## src/rtl/final_adder_pipe_pkg.sv

```systemverilog
// Shared constants and the full-adder counter cell for the multiplier's final adder.
package final_adder_pipe_pkg;

  localparam int unsigned W_DEFAULT = 8;
  localparam int unsigned OCC_W     = 2;

  // 3:2 counter cell: returns {carry, sum}.
  function automatic logic [1:0] fa_cell(input logic a, input logic b, input logic c);
    return {(a & b) | (a & c) | (b & c), a ^ b ^ c};
  endfunction

endpackage

```

## src/rtl/rca_w.sv

```systemverilog
// W-bit ripple-carry adder with carry-in and carry-out, one counter cell per bit.
module rca_w
  import final_adder_pipe_pkg::*;
#(
  parameter int unsigned W = W_DEFAULT
) (
  input  logic [W-1:0] a,
  input  logic [W-1:0] b,
  input  logic         cin,
  output logic [W-1:0] sum,
  output logic         cout
);

  logic [W:0] c;

  assign c[0] = cin;

  for (genvar i = 0; i < W; i++) begin : g_bit
    assign {c[i+1], sum[i]} = fa_cell(a[i], b[i], c[i]);
  end

  assign cout = c[W];

endmodule

```

## src/rtl/final_adder_pipe.sv

```systemverilog
// Two-stage pipelined final adder: low half in stage 1, high half plus carry in stage 2,
// with valid/ready flow control and an occupancy count.
module final_adder_pipe
  import final_adder_pipe_pkg::*;
#(
  parameter int unsigned W = W_DEFAULT
) (
  input  logic             clk,
  input  logic             rst,
  input  logic [2*W-1:0]   in_sum,
  input  logic [2*W-1:0]   in_carry,
  input  logic             in_valid,
  output logic             in_ready,
  output logic [2*W-1:0]   out_prod,
  output logic             out_ovf,
  output logic             out_valid,
  input  logic             out_ready,
  output logic [OCC_W-1:0] occupancy
);

  logic         s1_valid;
  logic [W-1:0] s1_lo;
  logic         s1_c;
  logic [W-1:0] s1_hi_sum;
  logic [W-1:0] s1_hi_carry;

  logic         s2_valid;
  logic [W-1:0] s2_lo;
  logic [W-1:0] s2_hi;
  logic         s2_ovf;

  logic [W-1:0] lo_sum;
  logic         lo_c;
  logic [W-1:0] hi_sum;
  logic         hi_c;

  logic s1_advance;
  logic s2_advance;
  logic in_xfer;

  rca_w #(.W(W)) u_rca_lo (
    .a    (in_sum[W-1:0]),
    .b    (in_carry[W-1:0]),
    .cin  (1'b0),
    .sum  (lo_sum),
    .cout (lo_c)
  );

  rca_w #(.W(W)) u_rca_hi (
    .a    (s1_hi_sum),
    .b    (s1_hi_carry),
    .cin  (s1_c),
    .sum  (hi_sum),
    .cout (hi_c)
  );

  // A stage advances when its successor is empty or draining this cycle.
  assign s2_advance = !s2_valid || out_ready;
  assign s1_advance = s2_advance;
  assign in_ready   = !rst && (!s1_valid || s1_advance);
  assign in_xfer    = in_valid && in_ready;

  always_ff @(posedge clk or posedge rst) begin
    if (rst) begin
      s1_valid    <= 1'b0;
      s1_lo       <= '0;
      s1_c        <= 1'b0;
      s1_hi_sum   <= '0;
      s1_hi_carry <= '0;
      s2_valid    <= 1'b0;
      s2_lo       <= '0;
      s2_hi       <= '0;
      s2_ovf      <= 1'b0;
    end else begin
      if (in_ready) begin
        s1_valid <= in_valid;
      end
      if (in_xfer) begin
        s1_lo       <= lo_sum;
        s1_c        <= lo_c;
        s1_hi_sum   <= in_sum[2*W-1:W];
        s1_hi_carry <= in_carry[2*W-1:W];
      end
      if (s2_advance) begin
        s2_valid <= s1_valid;
      end
      // Bubbles leave the data registers untouched.
      if (s2_advance && s1_valid) begin
        s2_lo  <= s1_lo;
        s2_hi  <= hi_sum;
        s2_ovf <= hi_c;
      end
    end
  end

  assign out_valid = s2_valid;
  assign out_prod  = {s2_hi, s2_lo};
  assign out_ovf   = s2_ovf;
  assign occupancy = OCC_W'(s1_valid) + OCC_W'(s2_valid);

endmodule

```

## config.mk

```make
export PLATFORM = sky130hd
export DESIGN_NAME = final_adder_pipe
export DESIGN_NICKNAME = d
export VERILOG_FILES = /design/src/rtl/final_adder_pipe_pkg.sv /design/src/rtl/rca_w.sv /design/src/rtl/final_adder_pipe.sv
export SDC_FILE = /design/constraint.sdc
export NUM_CORES = 1
export LEC_CHECK = 0
export ABC_AREA = 1
export CAP_MARGIN = 20
export CORE_UTILIZATION = 25
export DETAILED_ROUTE_END_ITERATION = 10
export GPL_TIMING_DRIVEN = 0
export PLACE_DENSITY = 0.44
export SYNTH_ARGS = -nofsm -noshare
export SYNTH_HDL_FRONTEND = slang
export SYNTH_SLANG_ARGS = --single-unit
```

## constraint.sdc

```tcl
create_clock -name clk -period 9.3 [get_ports clk]
set_input_delay 1.395 -clock clk [delete_from_list [all_inputs] [get_ports clk]]
set_output_delay 1.395 -clock clk [all_outputs]
set_load 0.05 [all_outputs]
```

* After elaboration in Yosys (flattened, before gate mapping)
Index checks and enable logic that the tools add are counted.
Storage, ports and cells: bits in read-only memories 0, bits of input ports 36, memory bits (writable) 0, memories kept 0, logic and storage cells 125, bits in registers 44, latch bits 0
Cells by class: order comparisons 0, reduce and logical (&&, ||, !) cells 8, multiplexer cells 0, div/mod/pow operators 0, bitwise operators 107, add/sub/neg operators 1, equal/unequal tests 0, multiply operators 0, shift operators 0
Operators with widths (number):
- bitwise AND 1 bit | 46
- XOR 1 bit | 31
- bitwise OR 1 bit | 30
- logical AND 1 bit | 3
- logical NOT 1 bit | 3
- adder 1 x 1 -> 2 bit | 1
- logical OR 1 bit | 2

* Longest topological paths before layout
Gate-level depths: netlist of the first run.
word-level depth 24, mapped depth 12, depth with buffers taken out 12

* Hierarchy
A second synthesis of the first run with hierarchy kept.
Second synthesis, totals: cell total of the unflattened synthesis 232, area, all modules 2237.1 um2
By module, submodules not included:
- final_adder_pipe | times used 1, cells an instance 196, area each 1841.8 um2
- rca_w | times used 2, cells an instance 18, area each 197.7 um2

* Worst setup path after synthesis of the first run
OpenSTA, ideal clock, no wires.
path kind in2reg, start in in_sum[0], end reg s1_lo[7], arrival time 4517 ps, stages 12, path slack 4714 ps, required time 9231 ps, setup time 69 ps, path buffers 0, path through ha_1 > fa_1 > fa_1 > fa_1 > fa_1 > fa_1 > fa_1 > inv_1 > fa_1 > inv_1 > nand4_1 > nand2_1
Between the ends: cells in the longest elaborated chain, start to end 20, elaborated cells on any way between the ends 26, classes of those cells bitwise (26)
Ends and longest elaborated chain:
- start: declaration | RTL line final_adder_pipe.sv:10 | input logic [2*W-1:0] in_sum,
- bitwise AND 1 bit (*) | RTL line final_adder_pipe_pkg.sv:9 | return {(a & b) | (a & c) | (b & c), a ^ b ^ c};
- bitwise AND 1 bit | RTL line final_adder_pipe_pkg.sv:9
- bitwise OR 1 bit | RTL line final_adder_pipe_pkg.sv:9
- bitwise OR 1 bit (*) | RTL line final_adder_pipe_pkg.sv:9
- bitwise AND 1 bit | RTL line final_adder_pipe_pkg.sv:9
- bitwise OR 1 bit | RTL line final_adder_pipe_pkg.sv:9
- bitwise OR 1 bit (*) | RTL line final_adder_pipe_pkg.sv:9
- bitwise AND 1 bit | RTL line final_adder_pipe_pkg.sv:9
- [... 4 more ...]
- bitwise OR 1 bit (*) | RTL line final_adder_pipe_pkg.sv:9
- bitwise AND 1 bit | RTL line final_adder_pipe_pkg.sv:9
- bitwise OR 1 bit | RTL line final_adder_pipe_pkg.sv:9
- bitwise OR 1 bit (*) | RTL line final_adder_pipe_pkg.sv:9
- bitwise AND 1 bit | RTL line final_adder_pipe_pkg.sv:9
- bitwise OR 1 bit | RTL line final_adder_pipe_pkg.sv:9
- bitwise OR 1 bit (*) | RTL line final_adder_pipe_pkg.sv:9
- XOR 1 bit (*) | RTL line final_adder_pipe_pkg.sv:9
- end signal: assignment | RTL line final_adder_pipe.sv:79 | s1_lo <= lo_sum;
- end: declaration | RTL line final_adder_pipe.sv:22 | logic [W-1:0] s1_lo;
Every way passes the cells marked *; elsewhere a longest branch is shown, timed or not. A chain may end at the register's enable or synchronous reset.

* Worst setup path after layout of the first run
Ends and elaborated chain as after synthesis.

==> results.cfg, run 1 <==
[sta]
fin_skew_ns = 0.00993
rsz0062_at_grt = no
fin_crit_sh_pct = 52.0
fmax_mhz = 207
finalCriticalPeriod_ns = 4.83
setup-tns-final_ns = 0
finalHoldViolations = 0
slew_viol_final = 0
worst_slew_pin_slew_ns = 0.635
final.setup.worst_slack_ns = 4.47
relSlewSlack_pct = 57.7
setup_viol = 0
fin_hold_ws_ns = 0.474

[synthesis]
synth_top_cell_area_share_pct = 50.7
syn_inst = 221
avgSynthCellArea_um2 = 9.83
synth_area_leader_cell = dfrtp_1
synth.ff_latch_count = 44
synth_fp_nets = 274
ys_types = 16
synth_area_mm2 = 0.00217
ys_warn_count = 0
synthTopCellsByArea = dfrtp_1 (51%), nand2_1 (15%), fa_1 (14%), nand4_1 (7.2%), nand3_1 (3.2%)
ys_seq_area_share_pct = 50.7

[clock_network]
clock_latency_ns = 0.29
cts_buffer_depth = 2
path_clk_slew_ns = 0.09
cts.sinks = 44
root_buffer = clkbuf_8
cts_hold_buf = 0
post_cts_buffers = 0
post_cts_resized = 0
htree_levels = 2
cts_tree = yes
numCtsBuffers = 5

[setup_path]
crit_chain = clkdlybuf4s50_1 > ha_1 > fa_1 > fa_1 > fa_1 > fa_1 > fa_1 > fa_1 > inv_1 > fa_1 > inv_1 > nand4_1 > nand2_1
crit_type = in2reg
path_max_fanout = 1
cp_slowest_cell = clkdlybuf4s50_1
crit_top_cell = fa_1
reg2reg_depth = 12
crit_family = adder cells
crit_arrival_ns = 5.06
timing.rr.start = s1_c
start_kind = primary input
r2r_slack_ns = 5.49
required_ns = 9.53
endpoint_kind = flip-flop
rr_endpoint = s2_hi[7]
critPathMaxStageDelay_ns = 0.40
path_buf_inv = 3

[layout]
regArea_mm2 = 0.00110
nFillCells = 863
final_net_count = 337
n_antenna_cell = 0
fin_util_pct = 35.9
area_growth_pct = 37.2
multi_input_area_um2 = 931
final_cells = 390
final_cell_area_mm2 = 0.00298
drive_above_1_share_pct = 8.42

[routing]
drtIter0Drc = 64
wirelength_um = 5170
vias = 1698
drt_pass1_iterations = 4
via_per_inst = 4.35
wl_per_cell_um = 13.3
drc = 0
ant_nets = 0

[grt]
grt_pass1_wl_um = 8880
antenna_found_initial = 0
grt_pass1_vias = 1720
overflow = 0
grt_max_degree = 30
grt_use_total_pct = 12.9

[placement]
place_congestion = 0.735
hpwlAfterDp_um = 3980
place_area_mm2 = 0.00288
io_buffers = 55
pre_cts_slack_ns = 4.14
dp_cells = 382

[power_and_ir_drop]
p_leak_nw = 1.44
ir_drop_v = 0.0000865
power_mw = 0.748
power.density_mw_per_mm2 = 251

[die]
die_w_um = 95.2
dieArea_mm2 = 0.00907
std_cell_rows = 33
io_pins = 57
chipHeight_um = 95.2
core_mm2 = 0.00830
initial_utilization_pct = 26.2

[worst_hold_path]
hp-start = s2_hi[2]
hold_path.class = reg2reg
whs_path_depth = 2
holdPathEnd = s2_hi[2]

[status]
status = finished, final reports clean

[job]
drv_cap = 0
==> where the power goes <==
group | total (mW) | switching, mW | internal [mW]
registers | 0.279 | 0.0349 | 0.244
logic | 0.326 | 0.209 | 0.117
clock network | 0.143 | 0.0636 | 0.0798
total | 0.748 | 0.307 | 0.441
==> cell type report <==
cell class | count | share of cell area [%]
plain buffers | 14 | 2.85
clock buffers | 6 | 2.43
clock inverters | 2 | 1.17
inverters | 15 | 1.89
multi-input cells | 148 | 31.2
flip-flops and latches | 44 | 36.9
well taps | 105 | 4.40
repair buffers | 56 | 19.1
==> flip-flops by register name (all words and copies together) (netlist names) <==
name         flops
s2_lo            8
s1_valid         1
s1_hi_sum        8
out_ovf          1
s1_lo            8
out_valid        1
s1_c             1
s2_hi            8
s1_hi_carry      8
==> cell families after synthesis <==
kind of cell / count (synthesis) / share of synthesized area, %
AND/OR/NAND/NOR: 128 / 27.2
AO/OA/AOI/OAI: 3 / 0.691
flip-flops: 44 / 50.7
adder cells (fa/ha/maj): 17 / 15.0
buffers and inverters: 29 / 6.50
==> cells in the mapped netlist <==
cell and number:
buf_1 1, buf_2 8, buf_4 2, buf_6 2, clkbuf_1 1, dfrtp_1 44
fa_1 15, ha_1 2, inv_1 14, inv_2 1, nand2_1 86, nand2_2 1
nand3_1 14, nand3_4 2, nand4_1 25, o21ai_0 3
==> metal layers <==
layer	vias to the layer above	global-route usage, %	part of all wire (%)
li1	840	-	-
met1	815	18.1	51
met2	37	20.0	44
met3	6	2.79	3.8
met4	0	3.79	1.3
met5	-	0	0
==> worst max-delay path by stage <==
| stage | from | endpoint | slack (ns) | depth (start not counted) |
|---|---|---|---|---|
| 2_1_floorplan | in_sum[0] | s1_lo[7] | 4.71 | 12 |
| 3_3_place_gp | in_sum[0] | s1_lo[7] | 4.13 | 13 |
| 3_5_place_dp | in_sum[0] | s1_lo[7] | 4.14 | 13 |
| 4_1_cts | in_sum[0] | s1_lo[7] | 4.44 | 13 |
| 5_1_grt | in_sum[0] | s1_lo[7] | 4.29 | 13 |
| 6_report | in_sum[0] | s1_lo[7] | 4.47 | 13 |
==> cells in the final DEF, fill, tap and decap left out <==
cell type,n
nand2_2,1
inv_1,14
ha_1,2
o21ai_0,3
clkbuf_8,5
inv_2,1
clkdlybuf4s50_1,55
nand2_1,86
buf_2,8
bufinv_16,1
clkinv_2,1
nand4_1,25
nand3_1,14
buf_6,2
buf_4,2
dfrtp_1,44
nand3_4,2
clkbuf_1,2
buf_12,1
buf_1,1
fa_1,15
==> tightest hold or removal path, stage by stage, from the launching register on <==
cell and delay, ns:
dfrtp_1 0.35, nand2_1 0.05, nand2_1 0.04
Power figures use the tool's default switching activity.
==> run 2, diff against run 1 <==
==> constraint.sdc (replaced) <==
create_clock -name clk -period 4.48 [get_ports clk]
set_input_delay 0.672 -clock clk [delete_from_list [all_inputs] [get_ports clk]]
set_output_delay 0.672 -clock clk [all_outputs]
set_load 0.05 [all_outputs]
==> results of run 2 <==
Same layout as run 1 (identical final DEF). Status: finished, final reports clean.
Main changes from that run: setup slack after placement 4.14 ns -> 0.0446 ns; setup slack after layout 4.47 ns -> 0.372 ns; register-to-register setup slack 5.49 ns -> 0.67 ns; total power 0.748 mW -> 1.55 mW; worst IR drop on VDD 0.0000865 V -> 0.000180 V
